==> src/rtl/uart_tx_queue.sv <==
// Byte FIFO that feeds a UART transmitter through a send/busy handshake.
// Define UART_TXQ_OVERFLOW_FLAG_EN to enable the sticky overflow flag.
module uart_tx_queue #(
    parameter int DEPTH = 8,
    parameter int AW    = 3
) (
    input  logic        clk,
    input  logic        reset,
    input  logic        wr_en,
    input  logic [7:0]  wr_data,
    output logic        full,
    output logic        empty,
    output logic [AW:0] count,
    output logic [7:0]  tx_data,
    output logic        tx_send,
    input  logic        tx_busy,
    output logic        overflow,
    input  logic        ovf_clear
);
    typedef enum logic [1:0] {IDLE, REQ, XMIT} state_t;

    state_t        state, state_nxt;
    logic [7:0]    mem [DEPTH];
    logic [AW-1:0] wr_ptr, rd_ptr;
    logic          push, pop, drop;

    // full is the pre-pop view, so a push into a full queue is dropped even if a pop frees a slot
    assign full    = (count == (AW+1)'(DEPTH));
    assign empty   = (count == '0);
    assign push    = wr_en && !full;
    assign drop    = wr_en && full;
    assign tx_send = (state == REQ);

    always_comb begin
        state_nxt = state;
        pop       = 1'b0;
        case (state)
            IDLE: begin
                if (!empty && !tx_busy) begin
                    pop       = 1'b1;
                    state_nxt = REQ;
                end
            end
            REQ:     if (tx_busy)  state_nxt = XMIT;
            XMIT:    if (!tx_busy) state_nxt = IDLE;
            default: state_nxt = IDLE;
        endcase
    end

    always_ff @(posedge clk or posedge reset) begin
        if (reset) begin
            state   <= IDLE;
            wr_ptr  <= '0;
            rd_ptr  <= '0;
            count   <= '0;
            tx_data <= 8'h00;
        end else begin
            state <= state_nxt;
            if (push) wr_ptr <= wr_ptr + 1'b1;
            if (pop) begin
                rd_ptr  <= rd_ptr + 1'b1;
                tx_data <= mem[rd_ptr];
            end
            case ({push, pop})
                2'b10:   count <= count + 1'b1;
                2'b01:   count <= count - 1'b1;
                default: ;
            endcase
        end
    end

    // Storage carries no reset; only entries between the pointers are ever read.
    always_ff @(posedge clk) begin
        if (push) mem[wr_ptr] <= wr_data;
    end

`ifdef UART_TXQ_OVERFLOW_FLAG_EN
    // A drop in the same cycle as a clear leaves the flag set.
    always_ff @(posedge clk or posedge reset) begin
        if (reset)          overflow <= 1'b0;
        else if (drop)      overflow <= 1'b1;
        else if (ovf_clear) overflow <= 1'b0;
    end
`else
    logic unused_ovf;
    assign unused_ovf = ovf_clear ^ drop;
    assign overflow   = 1'b0;
`endif

endmodule

==> config.mk <==
export PLATFORM = sky130hd
export DESIGN_NAME = uart_tx_queue
export DESIGN_NICKNAME = d
export VERILOG_FILES = /design/src/rtl/uart_tx_queue.sv
export SDC_FILE = /design/constraint.sdc
export NUM_CORES = 1
export LEC_CHECK = 0
export BUFFER_PORTS_ARGS = -buffer_cell sky130_fd_sc_hd__buf_2
export CAP_MARGIN = 20
export CORE_ASPECT_RATIO = 0.5
export CORE_MARGIN = 2
export CORE_UTILIZATION = 55
export DETAILED_ROUTE_END_ITERATION = 6
export PLACE_DENSITY = 0.85
export SYNTH_ARGS = -nofsm -noshare
export SYNTH_HDL_FRONTEND = slang
export SYNTH_SLANG_ARGS = --single-unit
==> constraint.sdc <==
create_clock -name clk -period 3.7 [get_ports clk]
set_clock_uncertainty 0.2 [all_clocks]
set_input_delay 0.185 -clock clk [delete_from_list [all_inputs] [get_ports clk]]
set_output_delay 0.185 -clock clk [all_outputs]
set_load 0.05 [all_outputs]
==> impl_metrics.py, run 1 <==
metrics = {
    "route": {
        "vias_per_cell": 5.35,
        "drcViolationCount": 0,
        "finalWirelength_um": 6130,
        "num_vias": 1791,
        "postRouteAntennaNets": 0,
        "wire_per_inst_um": 18.3,
        "firstDrtPassIters": 5,
        "drtIter0Drc": 140,
    },
    "place": {
        "io_buffers": 26,
        "place_ws_ps": 843,
        "dp_hpwl_um": 3800,
        "gp_congestion": 0.731,
    },
    "logic_synthesis": {
        "ys.flop_type": "edfxtp_1",
        "yosysMostFrequentCell": "edfxtp_1",
        "synthCells": 200,
        "ys.warnings.count": 0,
        "synth.avg_cell_area_sq_um": 17.0,
        "yosysSeqAreaShare_pct": 71.3,
        "synth-seq-cells": 84,
        "syn_nets": 219,
        "async_flop_share_pct": 23.8,
        "synth_top_cell_area_share_pct": 56.5,
        "synth-edff-count": 64,
        "ys_types": 35,
        "netlist_area_sq_mm": 0.00340,
        "synth_area_leaders": "edfxtp_1 57%, dfrtp_1 15%, mux4_2 11%",
        "synth_common_cells": "64 x edfxtp_1, 22 x nand2_1, 20 x dfrtp_1",
        "synth_area_leader_cell": "edfxtp_1",
    },
    "power_and_ir_drop": {
        "p_int_mw": 2.17,
        "pwr-share-clk_pct": 25.9,
        "vdd_drop_max_mv": 0.394,
        "power_density_mw_per_mm2": 839,
        "switching_share_pct": 35.5,
        "p_seq_share_pct": 42.9,
        "p_comb_share_pct": 31.2,
        "power_leakage_nw": 1.50,
        "power_switching_mw": 1.19,
    },
    "cells_and_area": {
        "n_antenna_cell": 0,
        "final_core_util_pct": 66.4,
        "nNetsFinal": 261,
        "syn2layout_area_growth_pct": 17.9,
        "drive_above_1_share_pct": 24.7,
    },
    "clocking": {
        "clk_latency_ps": 340,
        "cts_resized": 0,
        "clk_path_buf_depth": 2,
        "htreeDepth": 3,
        "cts.sinks": 84,
        "clk_pin_slew_ps": 60,
        "cts-root-buf": "clkbuf_16",
        "cts_setup_buffers": 0,
        "cts_buffers": 9,
        "ctsHoldBuffers": 10,
        "cts_tree": "built",
    },
    "floorplanning": {
        "core_sq_mm": 0.00603,
        "rows": 20,
        "start_util_pct": 56.4,
        "die_h_um": 59.6,
        "die_area_sq_mm": 0.00686,
        "dieWidth_um": 115,
        "io_pins": 29,
    },
    "setup_path": {
        "rrSetupSlack_ps": 860,
        "crit_type": "in2reg",
        "arrival_ps": 2880,
        "setup.worst_path.start_class": "primary input",
        "required_ps": 3720,
        "crit_start": "tx_busy",
        "cp-end-kind": "register",
        "rr_startpoint": "count[2]$_DFFE_PP0P_",
        "path_max_fanout": 19,
    },
    "run_status": {
        "status": "completed",
    },
    "sta": {
        "tightest_slew_ps": 914,
        "worst_slack_ps": 843,
        "fin_tns_setup_ps": 0,
        "rsz0062_at_grt": "false",
        "setup_viol": 0,
        "fin_crit_ps": 2860,
        "slew_headroom_pct": 38.8,
        "clock.fmax_mhz": 350,
        "drv_slew": 0,
        "finalHoldViolCount": 0,
        "finalCritPeriodShare_pct": 77.2,
    },
    "global_route": {
        "grt_pass1_wl_um": 9600,
        "antenna_found_initial": 0,
        "grt.total_usage_pct": 20.4,
        "grt.overflow.total": 0,
        "first_global_vias": 1868,
        "grt_max_degree": 21,
    },
    "hold_path": {
        "hp-start": "wr_en",
        "hold_path_class": "in2reg",
    },
    "job": {
        "drv_cap": 0,
    },
}
-- worst paths after layout --
path	cells after the start	end
min in group asynchronous	3	tx_data[2]$_DFFE_PP0P_
worst min register to register	2	tx_data[6]$_DFFE_PP0P_
worst max register to register	10	count[3]$_DFFE_PP0P_
max in group asynchronous	3	state[0]$_DFFE_PP0P_
worst min-delay path	4	wr_ptr[1]$_DFFE_PP0P_
worst max-delay path	10	count[3]$_DFFE_PP0P_
-- routing by layer --
layer	track usage (%)	vias to the layer above	part of all wire (%)
met4	8.61	0	1.5
met3	7.46	6	7.1
met2	34.8	64	50
met5	0	-	0
met1	24.1	879	41
li1	-	842	-
-- state kept, by name, summed over array words and instances (netlist names) --
register and cells:
state 2, count 4, wr_ptr 3, tx_data 8, mem 64, rd_ptr 3
-- final cells by class --
| type | instances | area, sq um |
|---|---|---|
| inverter | 9 | 33.8 |
| tap | 88 | 110 |
| timing repair buffer | 40 | 260 |
| clock inverter | 5 | 60.1 |
| sequential | 84 | 2420 |
| fill | 383 | 2020 |
| clock buffer | 11 | 233 |
| multi-input combinational | 98 | 887 |
-- placed cells by master (no fill, tap or decap), drive strengths merged --
master and n:
nand4b 1, a21boi 1, nand2 22, inv 11
xnor2 4, dlygate4sd3 10, nor4 2, mux2i 9
or4 1, dfrtp 20, fa 1, nand2b 4
xor2 1, a21oi 1, o21ai 11, clkbuf 11
a211oi 1, conb 1, o21a 1, nor2b 1
nor2 7, or3 1, nor3 4, o311ai 1
buf 30, nor3b 1, ha 5, mux4 16
clkinv 2, edfxtp 64, and2 1, bufinv 1
-- per-stage QoR --
| step | total power [mW] | cells | area [sq um] | hold WS (ps) |
|---|---|---|---|---|
| 5_1_grt | 3.54 | 335 | 4010 | 84.1 |
| 4_1_cts | 3.38 | 335 | 4010 | 53.4 |
| 3_5_place_dp | 2.50 | 309 | 3610 | 173 |
| 6_report | 3.36 | 335 | 4010 | 55.7 |
| 2_1_floorplan | 2.23 | 200 | 3400 | -51.2 |
| 3_3_place_gp | 2.43 | 309 | 3610 | 161 |
-- power by group through the flow --
stage,registers (mW),logic (mW),clock network [mW]
after floorplan,1.56,0.669,0
after global placement,1.45,0.986,0
after detailed placement,1.47,1.03,0
after CTS,1.45,1.05,0.882
after global routing,1.48,1.14,0.926
final,1.44,1.05,0.873
-- kinds of logic (layout without fill, tap and decap cells) --
logic type      count (synthesis)  after routing  synth area share (%)
xor+xnor                        5              5                  1.29
flops                          84             84                  71.3
other cells                     1              1                 0.110
compound gates                 16             16                  2.69
simple gates                   45             45                  6.33
mux                            25             25                  13.3
buf+inv                        18             65                  2.65
fa+ha+maj                       6              6                  2.43
-- critical path, cell delays in order --
cell and delay, ps:
dlygate4sd3_1 530, buf_2 130, or4_1 460, buf_4 220
inv_2 90, ha_1 290, ha_1 280, a21oi_1 230
o21ai_0 140, o311ai_0 320
Power figures use the tool's default switching activity.
==> run 2, diff against run 1 <==
--- a/config.mk
+++ b/config.mk
@@ -9,9 +9,9 @@
 export CAP_MARGIN = 20
 export CORE_ASPECT_RATIO = 0.5
 export CORE_MARGIN = 2
-export CORE_UTILIZATION = 55
+export CORE_UTILIZATION = 53
 export DETAILED_ROUTE_END_ITERATION = 6
-export PLACE_DENSITY = 0.85
+export PLACE_DENSITY = 0.86
 export SYNTH_ARGS = -nofsm -noshare
 export SYNTH_HDL_FRONTEND = slang
 export SYNTH_SLANG_ARGS = --single-unit
==> constraint.sdc (replaced) <==
create_clock -name clk -period 2.43 [get_ports clk]
set_clock_uncertainty 0.2 [all_clocks]
set_input_delay 0.1215 -clock clk [delete_from_list [all_inputs] [get_ports clk]]
set_output_delay 0.1215 -clock clk [all_outputs]
set_load 0.05 [all_outputs]
==> impl_metrics.py, run 2 (synthesis gave the netlist of run 1 again) <==
metrics = {
    "setup_path": {
        "setup.worst_path.start_class": "primary input",
        "required_ps": 2420,
        "cp-endpoint": "count[3]$_DFFE_PP0P_",
        "crit_type": "in2reg",
        "r2r_cells": 8,
        "rrSetupSlack_ps": 0,
        "crit_start": "tx_busy",
        "path_max_fanout": 7,
        "rr_startpoint": "state[0]$_DFFE_PP0P_",
        "r2r_end": "count[3]$_DFFE_PP0P_",
        "arrival_ps": 2440,
        "cp-end-kind": "register",
    },
    "run_status": {
        "status": "complete, but fails checks",
        "violations": "setup timing",
    },
    "power_and_ir_drop": {
        "power_density_mw_per_mm2": 1290,
        "vdd_drop_max_mv": 0.488,
        "power_leakage_nw": 1.55,
        "power_switching_mw": 1.95,
        "switching_share_pct": 36.2,
        "p_seq_share_pct": 38.8,
        "p_comb_share_pct": 36.3,
        "power.total_mw": 5.37,
        "p_int_mw": 3.43,
        "pwr-share-clk_pct": 24.9,
    },
    "clocking": {
        "clk_pin_slew_ps": 60,
        "clk_path_buf_depth": 2,
        "cts_buffers": 9,
        "htreeDepth": 3,
        "cts-root-buf": "clkbuf_16",
        "cts_tree": "built",
        "clk_latency_ps": 330,
        "cts.sinks": 84,
    },
    "sta": {
        "fin_tns_setup_ps": -15.6,
        "setup_viol": 1,
        "clock.fmax_mhz": 409,
        "rsz0062_at_grt": "true",
        "drv_slew": 0,
        "holdWs_ps": 64.7,
        "worst_slack_ps": -15.6,
        "slew_headroom_pct": 47.8,
        "finalCritPeriodShare_pct": 101,
        "tightest_slew_ps": 781,
        "fin_crit_ps": 2450,
        "finalHoldViolCount": 0,
    },
    "cells_and_area": {
        "top_register": "mem",
        "top_regs": "mem x64, tx_data x8, count x4",
        "syn2layout_area_growth_pct": 22.7,
        "final_core_util_pct": 68.1,
        "largest_register_ffs": 64,
        "n_antenna_cell": 0,
        "most-common-layout-cells": "64 x edfxtp_1, 26 x buf_2, 22 x nand2_1, 16 x mux4_2, 16 x dfrtp_1",
        "layout_commonest_cell": "edfxtp_1",
        "drive_above_1_share_pct": 35.8,
        "nNetsFinal": 271,
        "fillCellCount": 376,
    },
    "route": {
        "vias_per_cell": 5.54,
        "drcViolationCount": 0,
        "finalWirelength_um": 6540,
        "drtIter0Drc": 215,
        "num_vias": 1910,
        "postRouteAntennaNets": 0,
        "wire_per_inst_um": 19.0,
        "firstDrtPassIters": 4,
    },
    "floorplanning": {
        "io_pins": 29,
        "dieWidth_um": 117,
        "die_h_um": 60.6,
        "core_sq_mm": 0.00613,
        "die_area_sq_mm": 0.00711,
        "rows": 20,
        "start_util_pct": 55.4,
    },
    "global_route": {
        "use_met3_pct": 6.59,
        "busiest_layer": "met2",
        "grtUsageMet1_pct": 25.7,
        "grt.overflow.total": 0,
        "grt_max_degree": 21,
        "grt_pass1_wl_um": 9850,
        "first_global_vias": 1888,
        "grt.total_usage_pct": 20.2,
        "antenna_found_initial": 0,
        "grtUsageMet2_pct": 33.3,
    },
    "place": {
        "io_buffers": 26,
        "gp_congestion": 0.742,
        "dp_hpwl_um": 4040,
    },
    "hold_path": {
        "hold_path_class": "in2reg",
    },
    "job": {
        "drv_cap": 0,
    },
}
-- run 2: cell count changes in the layout (fill, tap and decap cells not counted), moves of 2 or more --
| cell | previous run | this run |
|---|---|---|
| clkinv_4 | 1 | 3 |
| nor2_2 | 0 | 6 |
| ha_4 | 0 | 2 |
| clkbuf_1 | 2 | 0 |
| dfrtp_1 | 20 | 16 |
| buf_4 | 4 | 14 |
| ha_1 | 5 | 3 |
| inv_1 | 8 | 6 |
| o21ai_0 | 3 | 1 |
| dfrtp_2 | 0 | 4 |
| o21ai_1 | 8 | 10 |
| nor2_1 | 7 | 1 |
-- run 2: worst min-delay path by stage --
stage	from	end	slack (ps)	cells past startpoint
after detailed placement	reset	tx_data[5]$_DFFE_PP0P_	100	2
after floorplan	reset	rd_ptr[0]$_DFFE_PP0P_	-110	1
after global placement	reset	state[1]$_DFFE_PP0P_	70	2
after CTS	wr_en	wr_ptr[1]$_DFFE_PP0P_	100	5
final	wr_en	wr_ptr[1]$_DFFE_PP0P_	60	5
after global routing	wr_en	wr_ptr[0]$_DFFE_PP0P_	90	5
-- run 2: area by class of cell --
type / count / area, sq um / share of cell area (%)
timing repair buffer: 50 / 335 / 8.04
clock inverter: 7 / 76.3 / 1.83
multi-input combinational: 98 / 962 / 23.1
tap: 88 / 110 / 2.64
inverter: 9 / 36.3 / 0.870
sequential: 84 / 2430 / 58.2
clock buffer: 9 / 225 / 5.40
-- run 2: per-layer routing --
metal	share of wire, %	wire length (um)	vias to the layer above
met2	49	3220	91
met5	0	0	-
met4	2.1	136	0
li1	-	-	857
met3	7.0	457	14
met1	42	2720	948
-- run 2: critical path: stages --
cell,delay [ps]
dlygate4sd3_1,540
buf_2,140
or4_4,510
inv_4,100
ha_4,180
ha_1,250
a21oi_2,190
o21ai_0,100
nand4b_1,170
o311ai_2,140
-- run 2: repair_timing --
item                                   CTS  global route
setup endpoints to repair                1            49
endpoints found under the hold margin   86             0
gates resized for setup                  2             9
hold buffers                            10             0
setup buffers                            0             4
pin swaps                                1             5
-- run 2: power by group through the flow --
stage / clock network, mW / registers (mW) / logic, mW
2_1_floorplan: 0 / 2.40 / 1.08
3_3_place_gp: 0 / 2.07 / 1.78
3_5_place_dp: 0 / 2.10 / 1.85
4_1_cts: 1.36 / 2.08 / 1.90
5_1_grt: 1.42 / 2.11 / 2.09
6_report: 1.34 / 2.08 / 1.95
-- run 2: per-stage QoR --
step / instances / cell area, sq um / worst slack (ps)
2_1_floorplan: 200 / 3460 / -497
3_3_place_gp: 315 / 3700 / 80.4
3_5_place_dp: 315 / 3700 / -46.0
4_1_cts: 341 / 4110 / 32.3
5_1_grt: 345 / 4170 / -86.1
6_report: 345 / 4170 / -15.6
==> run 3, diff against run 2 <==
--- a/config.mk
+++ b/config.mk
@@ -9,9 +9,11 @@
 export CAP_MARGIN = 20
 export CORE_ASPECT_RATIO = 0.5
 export CORE_MARGIN = 2
-export CORE_UTILIZATION = 53
+export CORE_UTILIZATION = 55
 export DETAILED_ROUTE_END_ITERATION = 6
-export PLACE_DENSITY = 0.86
+export GPL_TIMING_DRIVEN = 0
+export PLACE_DENSITY = 0.85
+export RECOVER_POWER = 100
 export SYNTH_ARGS = -nofsm -noshare
 export SYNTH_HDL_FRONTEND = slang
 export SYNTH_SLANG_ARGS = --single-unit
==> constraint.sdc (replaced) <==
create_clock -name clk -period 3 [get_ports clk]
set_clock_uncertainty 0.2 [all_clocks]
set_input_delay 0.15 -clock clk [delete_from_list [all_inputs] [get_ports clk]]
set_output_delay 0.15 -clock clk [all_outputs]
set_load 0.05 [all_outputs]
==> impl_metrics.py, run 3 (synthesis gave the netlist of run 1 again) <==
metrics = {
    "run_status": {
        "status": "completed",
    },
    "clocking": {
        "cts.sinks": 84,
        "cts_setup_buffers": 0,
        "cts_buffers": 9,
        "clk_pin_slew_ps": 70,
        "cts-root-buf": "clkbuf_16",
        "clk_latency_ps": 330,
        "cts_tree": "built",
        "clk_path_buf_depth": 2,
        "htreeDepth": 3,
    },
    "power_and_ir_drop": {
        "vdd_drop_max_mv": 0.400,
        "power_density_mw_per_mm2": 1050,
        "power_leakage_nw": 1.45,
    },
    "route": {
        "firstDrtPassIters": 5,
        "drtIter0Drc": 212,
        "vias_per_cell": 5.66,
        "drcViolationCount": 0,
        "finalWirelength_um": 6820,
        "postRouteAntennaNets": 0,
        "num_vias": 1937,
        "wire_per_inst_um": 19.9,
    },
    "floorplanning": {
        "dieWidth_um": 115,
        "io_pins": 29,
        "die_area_sq_mm": 0.00686,
        "die_h_um": 59.6,
        "rows": 20,
        "core_sq_mm": 0.00603,
        "start_util_pct": 56.4,
    },
    "cells_and_area": {
        "most-common-layout-cells": "64 x edfxtp_1, 27 x clkbuf_1, 22 x nand2_1, 18 x dfrtp_1, 16 x mux4_2",
        "largest_register_ffs": 64,
        "fin_cells": 342,
        "n_antenna_cell": 0,
        "layout.area.seq_sq_mm": 0.00242,
        "multiInputGateArea_sq_um": 915,
        "syn2layout_area_growth_pct": 19.2,
        "fillCellCount": 389,
        "drive_above_1_share_pct": 18.9,
        "top_register": "mem",
        "top_regs": "mem x64, tx_data x8, count x4",
        "layout_commonest_cell": "edfxtp_1",
        "nNetsFinal": 268,
    },
    "global_route": {
        "grt_pass1_wl_um": 10300,
        "grt_max_degree": 21,
        "first_global_vias": 1894,
        "antenna_found_initial": 0,
        "busiest_layer": "met2",
        "grtUsageMet1_pct": 28.1,
        "grtUsageMet2_pct": 36.2,
        "use_met3_pct": 5.83,
        "grt.total_usage_pct": 21.7,
        "grt.overflow.total": 0,
    },
    "place": {
        "place_inst": 316,
        "gp_congestion": 0.783,
        "dp_hpwl_um": 4240,
        "io_buffers": 26,
    },
    "setup_path": {
        "setup.worst_path.start_class": "register",
        "cp-end-kind": "register",
        "arrival_ps": 2780,
        "path_max_fanout": 10,
        "crit_type": "reg2reg",
        "required_ps": 3030,
    },
    "sta": {
        "tightest_slew_ps": 975,
        "fin_tns_setup_ps": 0,
        "slew_headroom_pct": 34.8,
        "clock.fmax_mhz": 363,
        "setup_viol": 0,
        "finalHoldViolCount": 0,
        "finalCritPeriodShare_pct": 91.7,
        "holdWs_ps": 23.6,
        "drv_slew": 0,
        "rsz0062_at_grt": "false",
        "fin_crit_ps": 2750,
    },
    "job": {
        "drv_cap": 0,
    },
    "hold_path": {
        "hold_path_class": "in2reg",
    },
}
-- run 3: changes by cell type in the layout (fill, tap and decap cells not counted), sizes merged --
cell	delta
clkbuf	+27
inv	+3
clkinv	-3
buf	-30
-- run 3: worst paths after layout --
path,start,cells after the start,endpoint,slack (ps)
max,count[0]$_DFFE_PP0P_,9,count[3]$_DFFE_PP0P_,250
min,wr_en,4,wr_ptr[1]$_DFFE_PP0P_,20
max reg2reg,count[0]$_DFFE_PP0P_,9,count[3]$_DFFE_PP0P_,250
min reg2reg,state[1]$_DFFE_PP0P_,1,state[0]$_DFFE_PP0P_,260
max in group asynchronous,reset,3,count[3]$_DFFE_PP0P_,1740
min in group asynchronous,reset,3,state[0]$_DFFE_PP0P_,310
-- run 3: where the power goes --
group	internal, mW	switching (mW)
clock	0.658	0.455
combinational	0.512	0.932
sequential	1.52	0.168
-- run 3: cell type report --
class / instances / area share, %
Multi-Input combinational cell: 98 / 22.6
Sequential cell: 84 / 59.8
Timing Repair Buffer: 38 / 5.22
Tap cell: 88 / 2.72
Clock buffer: 9 / 5.56
Clock inverter: 7 / 1.98
Inverter: 9 / 0.833
Buffer: 9 / 1.33
-- run 3: critical path, stage by stage (launching register included) --
cell,delay [ps]
dfrtp_1,500
nor4_4,90
or4_1,510
buf_6,170
inv_2,70
ha_2,260
ha_1,270
a21oi_2,180
o21ai_0,130
o311ai_1,270
-- run 3: layer usage --
| metal | wire (um) | vias to the layer above |
|---|---|---|
| met5 | 0 | - |
| met4 | 163 | 0 |
| met3 | 480 | 21 |
| met2 | 3410 | 97 |
| met1 | 2770 | 973 |
| li1 | - | 846 |
-- run 3: through the flow --
stage	utilization [%]	cell area, sq um	total power, mW	worst slack, ps
2_1_floorplan	-	3440	2.79	17.5
4_1_cts	67.9	4100	4.31	252
3_5_place_dp	61.2	3690	3.17	266
3_3_place_gp	61.0	3680	3.08	198
5_1_grt	67.2	4050	4.46	49.0
6_report	67.2	4050	4.24	248
-- run 3: repair_timing --
item	in CTS	in global routing
hold buffers	10	0
hold endpoints to repair	86	0
resized for setup	0	0
setup endpoints to repair	0	0
